--- config.mk ---
export PLATFORM = sky130hd
export DESIGN_NAME = wb_regfile_flat
export DESIGN_NICKNAME = d
export VERILOG_FILES = /design/src/rtl/wb_regfile_if.sv /design/src/rtl/wb_regfile.sv /design/src/flat_wrapper.sv
export SDC_FILE = /design/constraint.sdc
export NUM_CORES = 2
export LEC_CHECK = 0
export CORE_MARGIN = 2
export CORE_UTILIZATION = 25
export DETAILED_ROUTE_END_ITERATION = 8
export PLACE_DENSITY_LB_ADDON = 0.08
export SKIP_LAST_GASP = 1
export SLEW_MARGIN = 15
export SYNTH_ARGS = -nofsm -noshare
export SYNTH_HDL_FRONTEND = slang
export SYNTH_SLANG_ARGS = --single-unit
--- constraint.sdc ---
create_clock -name clk -period 5.3 [get_ports clk]
set_clock_uncertainty 0.1 [all_clocks]
set_input_delay 1.59 -clock clk [delete_from_list [all_inputs] [get_ports clk]]
set_output_delay 1.59 -clock clk [all_outputs]
set_load 0.05 [all_outputs]
--- src/rtl/wb_regfile_if.sv ---
// MEM/WB write-back bus: registered pipeline fields in, ID read ports,
// forwarding value and retire counter out.
interface wb_regfile_if #(
    parameter int unsigned DATA_W = 32,
    parameter int unsigned ADDR_W = 5
);
    logic              reg_write_in;
    logic              mem_to_reg_in;
    logic [DATA_W-1:0] read_data_in;
    logic [ADDR_W-1:0] mux_reg_dst_out_in;
    logic [DATA_W-1:0] ALU_result_in;
    logic [ADDR_W-1:0] read_reg1;
    logic [ADDR_W-1:0] read_reg2;
    logic [DATA_W-1:0] read_data1;
    logic [DATA_W-1:0] read_data2;
    logic [DATA_W-1:0] wb_data_out;
    logic              wb_valid_out;
    logic [31:0]       retire_count;

    modport master (
        output reg_write_in, mem_to_reg_in, read_data_in, mux_reg_dst_out_in, ALU_result_in,
        output read_reg1, read_reg2,
        input  read_data1, read_data2, wb_data_out, wb_valid_out, retire_count
    );

    modport slave (
        input  reg_write_in, mem_to_reg_in, read_data_in, mux_reg_dst_out_in, ALU_result_in,
        input  read_reg1, read_reg2,
        output read_data1, read_data2, wb_data_out, wb_valid_out, retire_count
    );
endinterface

--- src/rtl/wb_regfile.sv ---
// Write-back stage: selects load/ALU data, commits it to a 32-entry register file with
// write-through bypass to the two ID read ports, and counts retired writes.
module wb_regfile #(
    parameter int unsigned DATA_W   = 32,
    parameter int unsigned ADDR_W   = 5,
    parameter int unsigned NUM_REGS = 32
) (
    input logic         clk,
    input logic         rst,
    wb_regfile_if.slave bus
);
    logic [DATA_W-1:0] regs_q [NUM_REGS];
    logic [31:0]       retire_q;
    logic [31:0]       retire_d;
    logic [DATA_W-1:0] wb_data;
    logic              wb_valid;
    logic [DATA_W-1:0] rd1;
    logic [DATA_W-1:0] rd2;

    always_comb begin
        wb_data  = '0;
        wb_valid = 1'b0;
        if (rst) begin
            wb_data  = bus.mem_to_reg_in ? bus.read_data_in : bus.ALU_result_in;
            wb_valid = bus.reg_write_in && (bus.mux_reg_dst_out_in != '0);
        end
    end

    // Bypass only when the write actually commits, so r0 and idle cycles fall through.
    always_comb begin
        rd1 = '0;
        rd2 = '0;
        if (rst) begin
            if (bus.read_reg1 != '0) begin
                if (wb_valid && (bus.read_reg1 == bus.mux_reg_dst_out_in)) rd1 = wb_data;
                else                                                       rd1 = regs_q[bus.read_reg1];
            end
            if (bus.read_reg2 != '0) begin
                if (wb_valid && (bus.read_reg2 == bus.mux_reg_dst_out_in)) rd2 = wb_data;
                else                                                       rd2 = regs_q[bus.read_reg2];
            end
        end
    end

    always_comb begin
        retire_d = retire_q;
        if (bus.reg_write_in) retire_d = retire_q + 32'd1;
    end

    always_ff @(posedge clk or negedge rst) begin
        if (!rst) begin
            for (int i = 0; i < NUM_REGS; i++) regs_q[i] <= '0;
        end else if (wb_valid) begin
            regs_q[bus.mux_reg_dst_out_in] <= wb_data;
        end
    end

    always_ff @(posedge clk or negedge rst) begin
        if (!rst) retire_q <= '0;
        else      retire_q <= retire_d;
    end

    assign bus.wb_data_out  = wb_data;
    assign bus.wb_valid_out = wb_valid;
    assign bus.read_data1   = rd1;
    assign bus.read_data2   = rd2;
    assign bus.retire_count = retire_q;
endmodule
--- src/flat_wrapper.sv ---
// flat-port wrapper written by rule: the top's interface ports become plain ports
module wb_regfile_flat 
#(
    parameter int unsigned DATA_W   = 32,
    parameter int unsigned ADDR_W   = 5,
    parameter int unsigned NUM_REGS = 32
)
  (clk, rst, bus_reg_write_in, bus_mem_to_reg_in, bus_read_data_in, bus_mux_reg_dst_out_in, bus_ALU_result_in, bus_read_reg1, bus_read_reg2, bus_read_data1, bus_read_data2, bus_wb_data_out, bus_wb_valid_out, bus_retire_count);
  wb_regfile_if #(.DATA_W(DATA_W), .ADDR_W(ADDR_W)) bus_i ();
  input logic clk;
  input logic rst;
  input wire logic [$bits(bus_i.reg_write_in)-1:0] bus_reg_write_in;
  input wire logic [$bits(bus_i.mem_to_reg_in)-1:0] bus_mem_to_reg_in;
  input wire logic [$bits(bus_i.read_data_in)-1:0] bus_read_data_in;
  input wire logic [$bits(bus_i.mux_reg_dst_out_in)-1:0] bus_mux_reg_dst_out_in;
  input wire logic [$bits(bus_i.ALU_result_in)-1:0] bus_ALU_result_in;
  input wire logic [$bits(bus_i.read_reg1)-1:0] bus_read_reg1;
  input wire logic [$bits(bus_i.read_reg2)-1:0] bus_read_reg2;
  output wire logic [$bits(bus_i.read_data1)-1:0] bus_read_data1;
  output wire logic [$bits(bus_i.read_data2)-1:0] bus_read_data2;
  output wire logic [$bits(bus_i.wb_data_out)-1:0] bus_wb_data_out;
  output wire logic [$bits(bus_i.wb_valid_out)-1:0] bus_wb_valid_out;
  output wire logic [$bits(bus_i.retire_count)-1:0] bus_retire_count;
  assign bus_i.reg_write_in = bus_reg_write_in;
  assign bus_i.mem_to_reg_in = bus_mem_to_reg_in;
  assign bus_i.read_data_in = bus_read_data_in;
  assign bus_i.mux_reg_dst_out_in = bus_mux_reg_dst_out_in;
  assign bus_i.ALU_result_in = bus_ALU_result_in;
  assign bus_i.read_reg1 = bus_read_reg1;
  assign bus_i.read_reg2 = bus_read_reg2;
  assign bus_read_data1 = bus_i.read_data1;
  assign bus_read_data2 = bus_i.read_data2;
  assign bus_wb_data_out = bus_i.wb_data_out;
  assign bus_wb_valid_out = bus_i.wb_valid_out;
  assign bus_retire_count = bus_i.retire_count;
  wb_regfile #(.DATA_W(DATA_W), .ADDR_W(ADDR_W), .NUM_REGS(NUM_REGS)) u_core (.clk(clk), .rst(rst), .bus(bus_i));
endmodule
==> impl_summary.md <==
Hold path
The class of the most critical hold timing path is register to register.

Clock network
The number of hold buffers added after CTS was 0. Buffers inserted during clock tree synthesis total about 140. The root buffer cell chosen for the clock tree is sky130_fd_sc_hd__clkbuf_16. The tree built by TritonCTS fans out to approximately 1.1k sinks. The number of H-tree levels is 4. The clock-pin slew reported for the worst setup and hold paths after clock tree synthesis is about 50 ps.

TritonCTS built the clock tree. The clock passes through at most 3 buffers. The clock latency reported for the late side of the worst-skew pair is about 790 ps.

Yosys
For this run, the register share of the synthesized area comes to 0.4736. The cell type with the largest total area after synthesis is sky130_fd_sc_hd__dfrtp_1. The primary flip-flop cell chosen by synthesis mapping is sky130_fd_sc_hd__dfrtp_1. The mapped cell area is around 56,000 µm². Among all cell types in the netlist, the one instantiated most often is sky130_fd_sc_hd__nand2_1. The distinct cell type count of the synthesized netlist is 63.

By count the netlist is led by sky130_fd_sc_hd__nand2_1, sky130_fd_sc_hd__dfrtp_1, sky130_fd_sc_hd__o21ai_0, sky130_fd_sc_hd__mux2i_1, sky130_fd_sc_hd__clkbuf_1. After synthesis, the cell types taking the most area are sky130_fd_sc_hd__dfrtp_1, sky130_fd_sc_hd__mux4_2, sky130_fd_sc_hd__o21ai_0. A synthesized cell averages 10.59 µm². Of all flip-flops after synthesis, the portion carrying an async set or reset was 1.000.

The yosys synthesis warning count is 0. Synthesis produced about 5.3k cells. Synthesis produced a netlist with a net count of about 5.4k. Counting flops with a built-in enable in the synthesized netlist gives 0. The number of storage elements in the synthesis netlist is about 1.1k. Of the post-synthesis cell area, the dominant cell type holds 0.4736.

Worst setup path
The critical path capture point is bus_read_data1[18]. The kind of end point of the critical path is an output port. The type of element launching the critical path is an input port. The reg-to-reg endpoint is u_core.bus.retire_count[15]$_DFFE_PN0P_.

Along the worst path, the maximum fanout reaches 8. The origin of the critical flop-to-flop path is u_core.bus.retire_count[2]$_DFFE_PN0P_. In this run the worst setup path begins at bus_read_reg1[0]. The path type of the worst setup path is input port to output port. For the worst setup path, the data arrival time is about 3700 ps. The worst reg2reg path depth is 5. The required time of the critical path is 3610 ps.

The slack of the worst reg-to-reg path is ~3200 ps.

Final layout
Measured on the finished design, the core utilization comes to 0.3331. The number of nets in the layout is between 5k and 6k. The post-synthesis to final-layout area growth is 32.59%.

In the final layout, the share of cells above drive strength 1 is 0.2848. The number of fill cells in the layout is between 20k and 25k.

Die
The cell row count is between 150 and 200. The initial utilization of the core area, before any placement, comes to 0.2512. The die boundary height is around 480 µm.

The die is roughly 480 µm wide. The placeable core region is 222,100 µm². The floorplan step defined a die boundary enclosing approximately 230,000 µm². The number of ports placed on the die boundary is around 210.

Global route
Summed over all layers, the global routing overflow is 0. The via count of the first global-routing pass is 45.93k. The initial antenna violation count is 3. Across every metal layer, demand over resource in global routing totals 0.2193.

Entering global routing, the biggest net connects between 100 and 150 pins. The first global-routing pass estimated approximately 360 mm of wire.

Timing
Derived from the worst setup path, the maximum achievable clock frequency is around 190 MHz. Once routing completed, OpenROAD measured the worst setup slack at -89.25 ps. The max-slew violation total from the final report is 0. Of the available clock period, the critical path in the final layout requires 1.017. Setup repair after global routing could not meet its margin everywhere.

Setup violations remaining at the end of the flow were counted as 44. The worst path in the final design needs a cycle of roughly 5400 ps, including I/O delays and setup. The final count of hold timing violations came to 0. The max-slew headroom at the worst pin is 0.2278.

For the pin with the worst max-slew slack, the measured transition is 1158 ps.

Detailed routing
The count of antenna-violating nets left after detailed routing is 0. The routed layout has ~44k vias. For this run, design rule violations remaining after detail routing come to 0.

After detailed routing, the number of vias per cell comes to 4.990. The total length of routed wires is between 200 and 300 mm. After detailed routing, the average wire length per cell comes to roughly 29 µm. The first-pass iteration count of the detailed router is 5. The number of DRC markers after the initial detailed-route iteration is just over 3k.

Outcome
The final reports fail on setup timing. The run finished, with violations left.

Job
Across the run, the number of max-cap violations was 0.

Placement
Routability-driven placement finished with a final weighted congestion of between 0.7 and 0.8. The total half-perimeter wirelength after legalization and detailed placement is around 160 mm. The setup slack after placement is -548.3 ps. The count of buffers added on input and output ports is between 200 and 250.

Power
In this run the power density over the cells is 312.2 nW/µm². For this design the static power due to leakage is between 30 and 40 nW. VDD sags by at most 279.5 µV.
cell usage in the layout, fill, tap and decap left out, types with 49 or more instances in the layout:
cell / count
sky130_fd_sc_hd__buf_4: 566
sky130_fd_sc_hd__buf_12: 180
sky130_fd_sc_hd__buf_6: 57
sky130_fd_sc_hd__a221o_1: 68
sky130_fd_sc_hd__clkdlybuf4s50_1: 96
sky130_fd_sc_hd__nor2_1: 49
sky130_fd_sc_hd__nand2_1: 1100
sky130_fd_sc_hd__mux4_2: 320
sky130_fd_sc_hd__o21ai_0: 1009
sky130_fd_sc_hd__a221oi_2: 61
sky130_fd_sc_hd__dfrtp_1: 1056
sky130_fd_sc_hd__a221oi_1: 88
sky130_fd_sc_hd__mux2i_1: 415
sky130_fd_sc_hd__clkbuf_16: 158
through the flow:
step / setup TNS [ps] / hold slack (ps) / cell area (µm²) / power [mW] / cells
after floorplan: 0 / 341.3 / 55810 / 11.31 / 5269
after global placement: -25150 / 276.9 / 65930 / 13.16 / 8507
after detailed placement: -25980 / 283.6 / 65930 / 13.18 / 8507
after CTS: -1797 / 295.6 / 72260 / 23.26 / 8813
after global routing: -3652 / 305.8 / 73970 / 24.12 / 8896
final: -1426 / 289.5 / 73980 / 23.09 / 8898
repair_timing:
item	CTS	global route
gates cloned	11	13
buffers inserted	53	78
gates resized for setup	216	184
pin swaps	40	73
endpoints found under the hold margin	0	0
endpoints found under the setup margin	64	64
sequential cells by signal (all words and copies together), names as in the netlist:
signal and flops:
u_core.bus.retire_count 32, u_core.regs_q 1024
worst min path at each step:
stage | from | slack [ps] | to | depth (start not counted)
after floorplan | u_core.regs_q[1000]$_DFFE_PN0P_ | 340 | u_core.regs_q[1000]$_DFFE_PN0P_ | 1
after global placement | u_core.regs_q[1009]$_DFFE_PN0P_ | 280 | u_core.regs_q[1009]$_DFFE_PN0P_ | 0
after detailed placement | u_core.regs_q[1013]$_DFFE_PN0P_ | 280 | u_core.regs_q[1013]$_DFFE_PN0P_ | 0
after CTS | u_core.regs_q[1005]$_DFFE_PN0P_ | 300 | u_core.regs_q[1005]$_DFFE_PN0P_ | 0
after global routing | u_core.regs_q[1004]$_DFFE_PN0P_ | 310 | u_core.regs_q[1004]$_DFFE_PN0P_ | 0
final | u_core.regs_q[1005]$_DFFE_PN0P_ | 290 | u_core.regs_q[1005]$_DFFE_PN0P_ | 0
metal layers:
metal  part of all wire  GRT usage  vias to the layer above
li1                   -          -                    20280
met1               0.45     0.2946                    22930
met2               0.49     0.3712                      904
met3              0.034    0.02724                      293
met4              0.026    0.05859                        0
met5                  0          0                        -
power by group:
group / internal [mW] / leakage, nW / switching (mW)
clock: 5.82 / 2.31 / 3.91
combinational: 1.84 / 15.5 / 2.27
sequential: 8.72 / 14.4 / 0.533
final cells by class:
class / count / area (µm²) / share of cell area
diodes: 3 / 7.507 / 0.0001015
clock inverters: 35 / 370.4 / 0.005006
repair buffers: 968 / 11070 / 0.1497
flip-flops and latches: 1056 / 26430 / 0.3572
well taps: 2975 / 3722 / 0.05032
multi-input cells: 3608 / 27950 / 0.3778
inverters: 42 / 165.2 / 0.002233
clock buffers: 211 / 4267 / 0.05767
worst max-delay path: stages:
cell	delay, ps
sky130_fd_sc_hd__buf_16	160
sky130_fd_sc_hd__buf_16	180
sky130_fd_sc_hd__buf_16	140
sky130_fd_sc_hd__buf_12	140
sky130_fd_sc_hd__mux4_2	520
sky130_fd_sc_hd__o32a_1	410
sky130_fd_sc_hd__a221o_1	340
sky130_fd_sc_hd__buf_6	160
kinds of logic (layout without fill, tap and decap cells):
kind of cell               Yosys count  after routing  share of synthesized area
other                                0              3                          0
AOI/OAI and AO/OA                 1476           1476                     0.1599
and+or+nand+nor                   1289           1289                    0.09284
buffers and inverters              605           1256                    0.05077
adders and majority gates            1              1                  0.0002242
muxes                              801            801                     0.2162
xor gates and xnor gates            41             41                   0.006436
DFF                               1056           1056                     0.4736
Note: power is estimated with default switching activity, not from simulation.
